### config.mk
export PLATFORM = sky130hd
export DESIGN_NAME = controle_seq
export DESIGN_NICKNAME = d
export VERILOG_FILES = /design/src/rtl/controle_seq.sv
export SDC_FILE = /design/constraint.sdc
export NUM_CORES = 1
export LEC_CHECK = 0
export ABC_CLOCK_PERIOD_IN_PS = 2150
export CORE_UTILIZATION = 55
export CTS_CLUSTER_SIZE = 20
export DETAILED_ROUTE_END_ITERATION = 8
export DONT_BUFFER_PORTS = 1
export PLACE_DENSITY = 0.7
export SLEW_MARGIN = 10
export SYNTH_ARGS = -nofsm -noshare
export SYNTH_HDL_FRONTEND = slang
export SYNTH_SLANG_ARGS = --single-unit
### constraint.sdc
create_clock -name clock -period 2.15 [get_ports clock]
set_clock_uncertainty 0.15 [all_clocks]
set_input_delay 0.43 -clock clock [delete_from_list [all_inputs] [get_ports clock]]
set_output_delay 0.43 -clock clock [all_outputs]
set_load 0.01 [all_outputs]
### src/rtl/controle_seq.sv
// controle_seq: start/busy/done sequencer for the register/ULA datapath.
// It walks through load-X, load-Y, an optional iterative divide phase,
// execute and store-Z, and drives the per-register control codes
// (Tx/Ty/Tz) and the ULA opcode (Tula).
// All outputs are registered from the next-state decode, so they always
// match the state that is held after the same rising edge.
// Optional macro CONTROLE_SEQ_LOOP_EN: when defined, a start seen in DONE
// chains straight into LOAD_X for back-to-back operations. When it is not
// defined, DONE always returns to IDLE.
module controle_seq #(
  parameter int CODE_W = 3,
  parameter int OP_W   = 4,
  parameter int DIV_OP = 3,
  parameter int ITER_N = 4
) (
  input  logic              clock,
  input  logic              reset,
  input  logic              start,
  input  logic [OP_W-1:0]   op,
  output logic [CODE_W-1:0] Tx,
  output logic [CODE_W-1:0] Ty,
  output logic [CODE_W-1:0] Tz,
  output logic [OP_W-1:0]   Tula,
  output logic              busy,
  output logic              done
);

  // Register control codes.
  localparam logic [CODE_W-1:0] CODE_CLEAR = CODE_W'(0);
  localparam logic [CODE_W-1:0] CODE_LOAD  = CODE_W'(1);
  localparam logic [CODE_W-1:0] CODE_HOLD  = CODE_W'(2);
  localparam logic [CODE_W-1:0] CODE_DIV   = CODE_W'(3);

  localparam logic [OP_W-1:0] OP_DIV  = OP_W'(DIV_OP);
  localparam logic [OP_W-1:0] OP_ZERO = '0;

  // Value loaded into the counter on entering ITER. It is only used when
  // ITER_N > 0, so the wrap-around at ITER_N == 0 is never seen.
  localparam logic [7:0] ITER_LAST = 8'(ITER_N - 1);

  typedef enum logic [2:0] {
    S_IDLE    = 3'd0,
    S_LOAD_X  = 3'd1,
    S_LOAD_Y  = 3'd2,
    S_ITER    = 3'd3,
    S_EXEC    = 3'd4,
    S_STORE_Z = 3'd5,
    S_DONE    = 3'd6
  } state_t;

  state_t            state_q, state_d;
  logic [OP_W-1:0]   op_r_q, op_r_d;
  logic [7:0]        cnt_q, cnt_d;
  logic [CODE_W-1:0] tx_q, tx_d;
  logic [CODE_W-1:0] ty_q, ty_d;
  logic [CODE_W-1:0] tz_q, tz_d;
  logic [OP_W-1:0]   tula_q, tula_d;
  logic              busy_q, busy_d;
  logic              done_q, done_d;

  // Next-state, opcode latch and counter update, then the output decode of
  // the state that is about to be entered.
  always_comb begin
    // NOTE: every signal gets a default before the case statement. This keeps
    // the block purely combinational, so no latch is inferred on a path that
    // does not assign the signal.
    state_d = state_q;
    op_r_d  = op_r_q;
    cnt_d   = cnt_q;

    case (state_q)
      S_IDLE: begin
        if (start) begin
          op_r_d  = op;
          state_d = S_LOAD_X;
        end
      end
      S_LOAD_X: state_d = S_LOAD_Y;
      S_LOAD_Y: begin
        if (op_r_q == OP_DIV && ITER_N > 0) begin
          cnt_d   = ITER_LAST;
          state_d = S_ITER;
        end else begin
          state_d = S_EXEC;
        end
      end
      S_ITER: begin
        if (cnt_q == 8'd0) begin
          state_d = S_EXEC;
        end else begin
          cnt_d = cnt_q - 8'd1;
        end
      end
      S_EXEC:    state_d = S_STORE_Z;
      S_STORE_Z: state_d = S_DONE;
      S_DONE: begin
`ifdef CONTROLE_SEQ_LOOP_EN
        if (start) begin
          op_r_d  = op;
          state_d = S_LOAD_X;
        end else begin
          state_d = S_IDLE;
        end
`else
        state_d = S_IDLE;
`endif
      end
      default: state_d = S_IDLE;
    endcase

    tx_d   = CODE_HOLD;
    ty_d   = CODE_HOLD;
    tz_d   = CODE_HOLD;
    tula_d = OP_ZERO;
    busy_d = 1'b1;
    done_d = 1'b0;

    case (state_d)
      S_IDLE:   busy_d = 1'b0;
      S_LOAD_X: begin
        tx_d = CODE_LOAD;
        ty_d = CODE_CLEAR;
        tz_d = CODE_CLEAR;
      end
      S_LOAD_Y:  ty_d   = CODE_LOAD;
      S_ITER:    ty_d   = CODE_DIV;
      S_EXEC:    tula_d = op_r_d;
      S_STORE_Z: begin
        tz_d   = CODE_LOAD;
        tula_d = op_r_d;
      end
      S_DONE:    done_d = 1'b1;
      default:   busy_d = 1'b0;
    endcase
  end

  // State, latched opcode, iteration counter and registered outputs.
  // The synchronous reset takes priority over every transition.
  always_ff @(posedge clock) begin
    // NOTE: sequential state uses non-blocking assignments so that every
    // register samples values from before the edge, whatever the order of
    // the statements.
    if (reset) begin
      state_q <= S_IDLE;
      op_r_q  <= OP_ZERO;
      cnt_q   <= 8'd0;
      tx_q    <= CODE_CLEAR;
      ty_q    <= CODE_CLEAR;
      tz_q    <= CODE_CLEAR;
      tula_q  <= OP_ZERO;
      busy_q  <= 1'b0;
      done_q  <= 1'b0;
    end else begin
      state_q <= state_d;
      op_r_q  <= op_r_d;
      cnt_q   <= cnt_d;
      tx_q    <= tx_d;
      ty_q    <= ty_d;
      tz_q    <= tz_d;
      tula_q  <= tula_d;
      busy_q  <= busy_d;
      done_q  <= done_d;
    end
  end

  assign Tx   = tx_q;
  assign Ty   = ty_q;
  assign Tz   = tz_q;
  assign Tula = tula_q;
  assign busy = busy_q;
  assign done = done_q;

endmodule

==> metrics.yaml <==
status:
  run_status: "completed"
detailed_routing:
  wl_um: 2410
  drc: 0
  dr.pass1.iters: 4
  via_per_inst: 6.22
  num_vias: 970
  drt_iter0_drc: 52
  final_antenna_net_count: 0
  wl_per_cell_um: 15.5
floorplan:
  start_util: 0.599
  die_x_um: 48.7
  die_area_mm2: 0.00237
  io_pins: 22
  rows: 16
  dieHeight_um: 48.7
  core-area_mm2: 0.00200
clock_tree:
  ctsLongestPathBuffers: 2
  cts_sinks: 27
  clk_latency_ps: 320
  root_buffer: "clkbuf_4"
  path_clk_slew_ps: 140
  ctsResizeCount: 0
  numCtsBuffers: 3
  htreeDepth: 1
  cts_tree: "built"
pwr:
  ir_worst_vdd_uv: 517
  pwr-share-seq: 0.568
  swShare: 0.313
  p_leak_nw: 0.469
  switchingPower_mw: 0.326
  p_per_area_mw_per_mm2: 818
  finalPower_mw: 1.04
  p_comb_frac: 0.224
  pwr-share-clk: 0.208
  power.internal_mw: 0.714
sta:
  period_share: 0.927
  rsz0062_at_grt: "no"
  fin_crit_ps: 1990
  relSlewSlack: 0.657
  setup_violations: 0
  drv_slew: 0
  max_freq_mhz: 502
  hold_viol: 0
  worst_pin_slew_ps: 513
  tns_ps: 0
  hold-worst-slack_ps: 18.6
final_layout:
  antenna_cells: 0
  drive_above_1_share: 0.140
  synthToLayoutAreaGrowth_pct: 5.94
  fin_nets: 139
  finalInstanceArea_mm2: 0.00127
min_path:
  hold_class: "in -> reg"
  hold_depth: 1
  hp-start: "reset"
  whs_endpoint: "Tula[2]"
worst_setup_path:
  rr_endpoint: "cnt_q[2]"
  worst-path-buf-inv: 1
  crit_family: "simple AND/OR/NAND/NOR gates"
  worst-r2r-cell-count: 6
  worstPathMaxFanout: 13
  crit_chain: "inv_1, ha_1, and4bb_1, a22o_4, or3_2, a21oi_1"
  worstPathArrival_ps: 2110
  rrSetupSlack_ps: 160
  cp.required_ps: 2260
  crit_path_end_kind: "register"
  crit_type: "reg -> reg"
  cp_slowest_cell: "or3_2"
  start_kind: "register"
  worst_r2r_startpoint: "cnt_q[1]"
  critical_path.max_stage_delay_ps: 450
global_routing:
  overflow: 0
  grt.total_usage: 0.219
  grt_first_pass_wirelength_um: 3960
  antenna_found_initial: 0
  grt_max_degree: 16
  first_global_vias: 864
place:
  hpwl_um: 1690
  portBuffers: 0
  gp_congestion: 0.808
  place_area_mm2: 0.00121
logic_synthesis:
  synth_area_mm2: 0.00120
  postSynthCellCount: 126
  ys.flop_type: "dfxtp_1"
  ys_seq_area_frac: 0.450
  synth-edff-count: 0
  syn_area_per_cell_um2: 9.52
  async_reset_ff_frac: 0
  synth.distinct_cells: 43
  yosysWarnings: 0
  ys_ff_latch: 27
run:
  cap_viol_max_count: 0
==> synthesized netlist by cell type (2+ instances only) <==
cell / instances / share of area
dfxtp_1: 27 / 0.45
inv_1: 4 / 0.013
a22oi_1: 2 / 0.013
nand3b_1: 2 / 0.013
mux2i_1: 4 / 0.033
clkbuf_1: 4 / 0.013
o21ai_0: 4 / 0.017
buf_4: 3 / 0.019
nand3_1: 3 / 0.013
or4_1: 2 / 0.013
nand2b_1: 3 / 0.016
o22ai_1: 2 / 0.010
nand2_1: 6 / 0.019
a221oi_1: 2 / 0.015
nor2_1: 14 / 0.044
or3_1: 3 / 0.016
nor3_1: 8 / 0.033
ha_1: 2 / 0.021
o211ai_1: 2 / 0.013
a21oi_1: 6 / 0.025
==> worst reg2reg max path, delay by kind of cell (launching register included) <==
kind,cells,cell delay (ps)
AND/OR/NAND/NOR,2,690
AO/OA/AOI/OAI,2,420
flip-flops,1,390
adder cells (fa/ha/maj),1,220
buffers and inverters,1,80
==> power groups by stage <==
stage / Clock [mW] / Sequential, mW / Combinational (mW)
6_report: 0.216 / 0.590 / 0.233
5_1_grt: 0.247 / 0.596 / 0.259
4_1_cts: 0.223 / 0.590 / 0.226
3_5_place_dp: 0 / 0.601 / 0.223
3_3_place_gp: 0 / 0.600 / 0.217
2_1_floorplan: 0 / 0.587 / 0.199
==> cells by family after synthesis <==
logic type / synth area share
and+or+nand+nor: 0.263
AOI/OAI and AO/OA: 0.166
DFF: 0.450
buffers and inverters: 0.0636
muxes: 0.0334
adders and majority gates: 0.0209
other: 0.00313
==> registers in the layout, indices dropped and copies added (netlist names) <==
signal   flops
cnt_q        8
Tula         4
op_r_q       4
state_q      3
Tx           2
Ty           2
Tz           2
busy         1
done         1
==> layer usage <==
layer	up-vias	GRT usage	share of wire
li1	463	-	-
met1	450	0.286	0.44
met2	47	0.343	0.47
met3	10	0.0535	0.060
met4	0	0.0931	0.027
met5	-	0	0
==> how the worst max path moves through the flow <==
stage | from | to | slack [ps] | cells past startpoint
detailed placement | cnt_q[1] | cnt_q[2] | 180 | 6
global route | cnt_q[0] | Tula[1] | 60 | 6
global placement | cnt_q[0] | cnt_q[2] | 290 | 6
finish | cnt_q[1] | cnt_q[2] | 160 | 6
floorplan | cnt_q[0] | cnt_q[3] | 340 | 7
CTS | cnt_q[0] | cnt_q[2] | 160 | 6
==> layout by cell type, fill, tap and decap left out, types with 3 or more instances in the layout <==
master,netlist,final
nand2_1,6,6
buf_4,3,4
nand3_1,3,3
dlygate4sd3_1,0,3
o21ai_0,4,4
nand2b_1,3,3
or3_1,3,3
a21oi_1,6,6
mux2i_1,4,4
conb_1,1,3
inv_1,4,4
nor3_1,8,8
dfxtp_1,27,27
clkbuf_4,0,3
nor2_1,14,14
==> cell type report <==
class	count	area [um^2]
fill	176	731
multi-input combinational	86	591
sequential	27	541
timing repair buffer	7	60.1
tap	27	33.8
clock buffer	3	22.5
inverter	5	18.8
clock inverter	1	5.00
==> per-stage QoR <==
stage	util	instances	worst slack (ps)
2_1_floorplan	-	128	336
6_report	0.635	156	157
5_1_grt	0.635	156	56.5
4_1_cts	0.625	154	165
3_5_place_dp	0.606	149	182
3_3_place_gp	0.606	149	288
==> timing repair <==
item | CTS | global route
setup buffers | 0 | 0
hold buffers | 1 | 2
endpoints found under the hold margin | 4 | 8
Power figures use the tool's default switching activity.
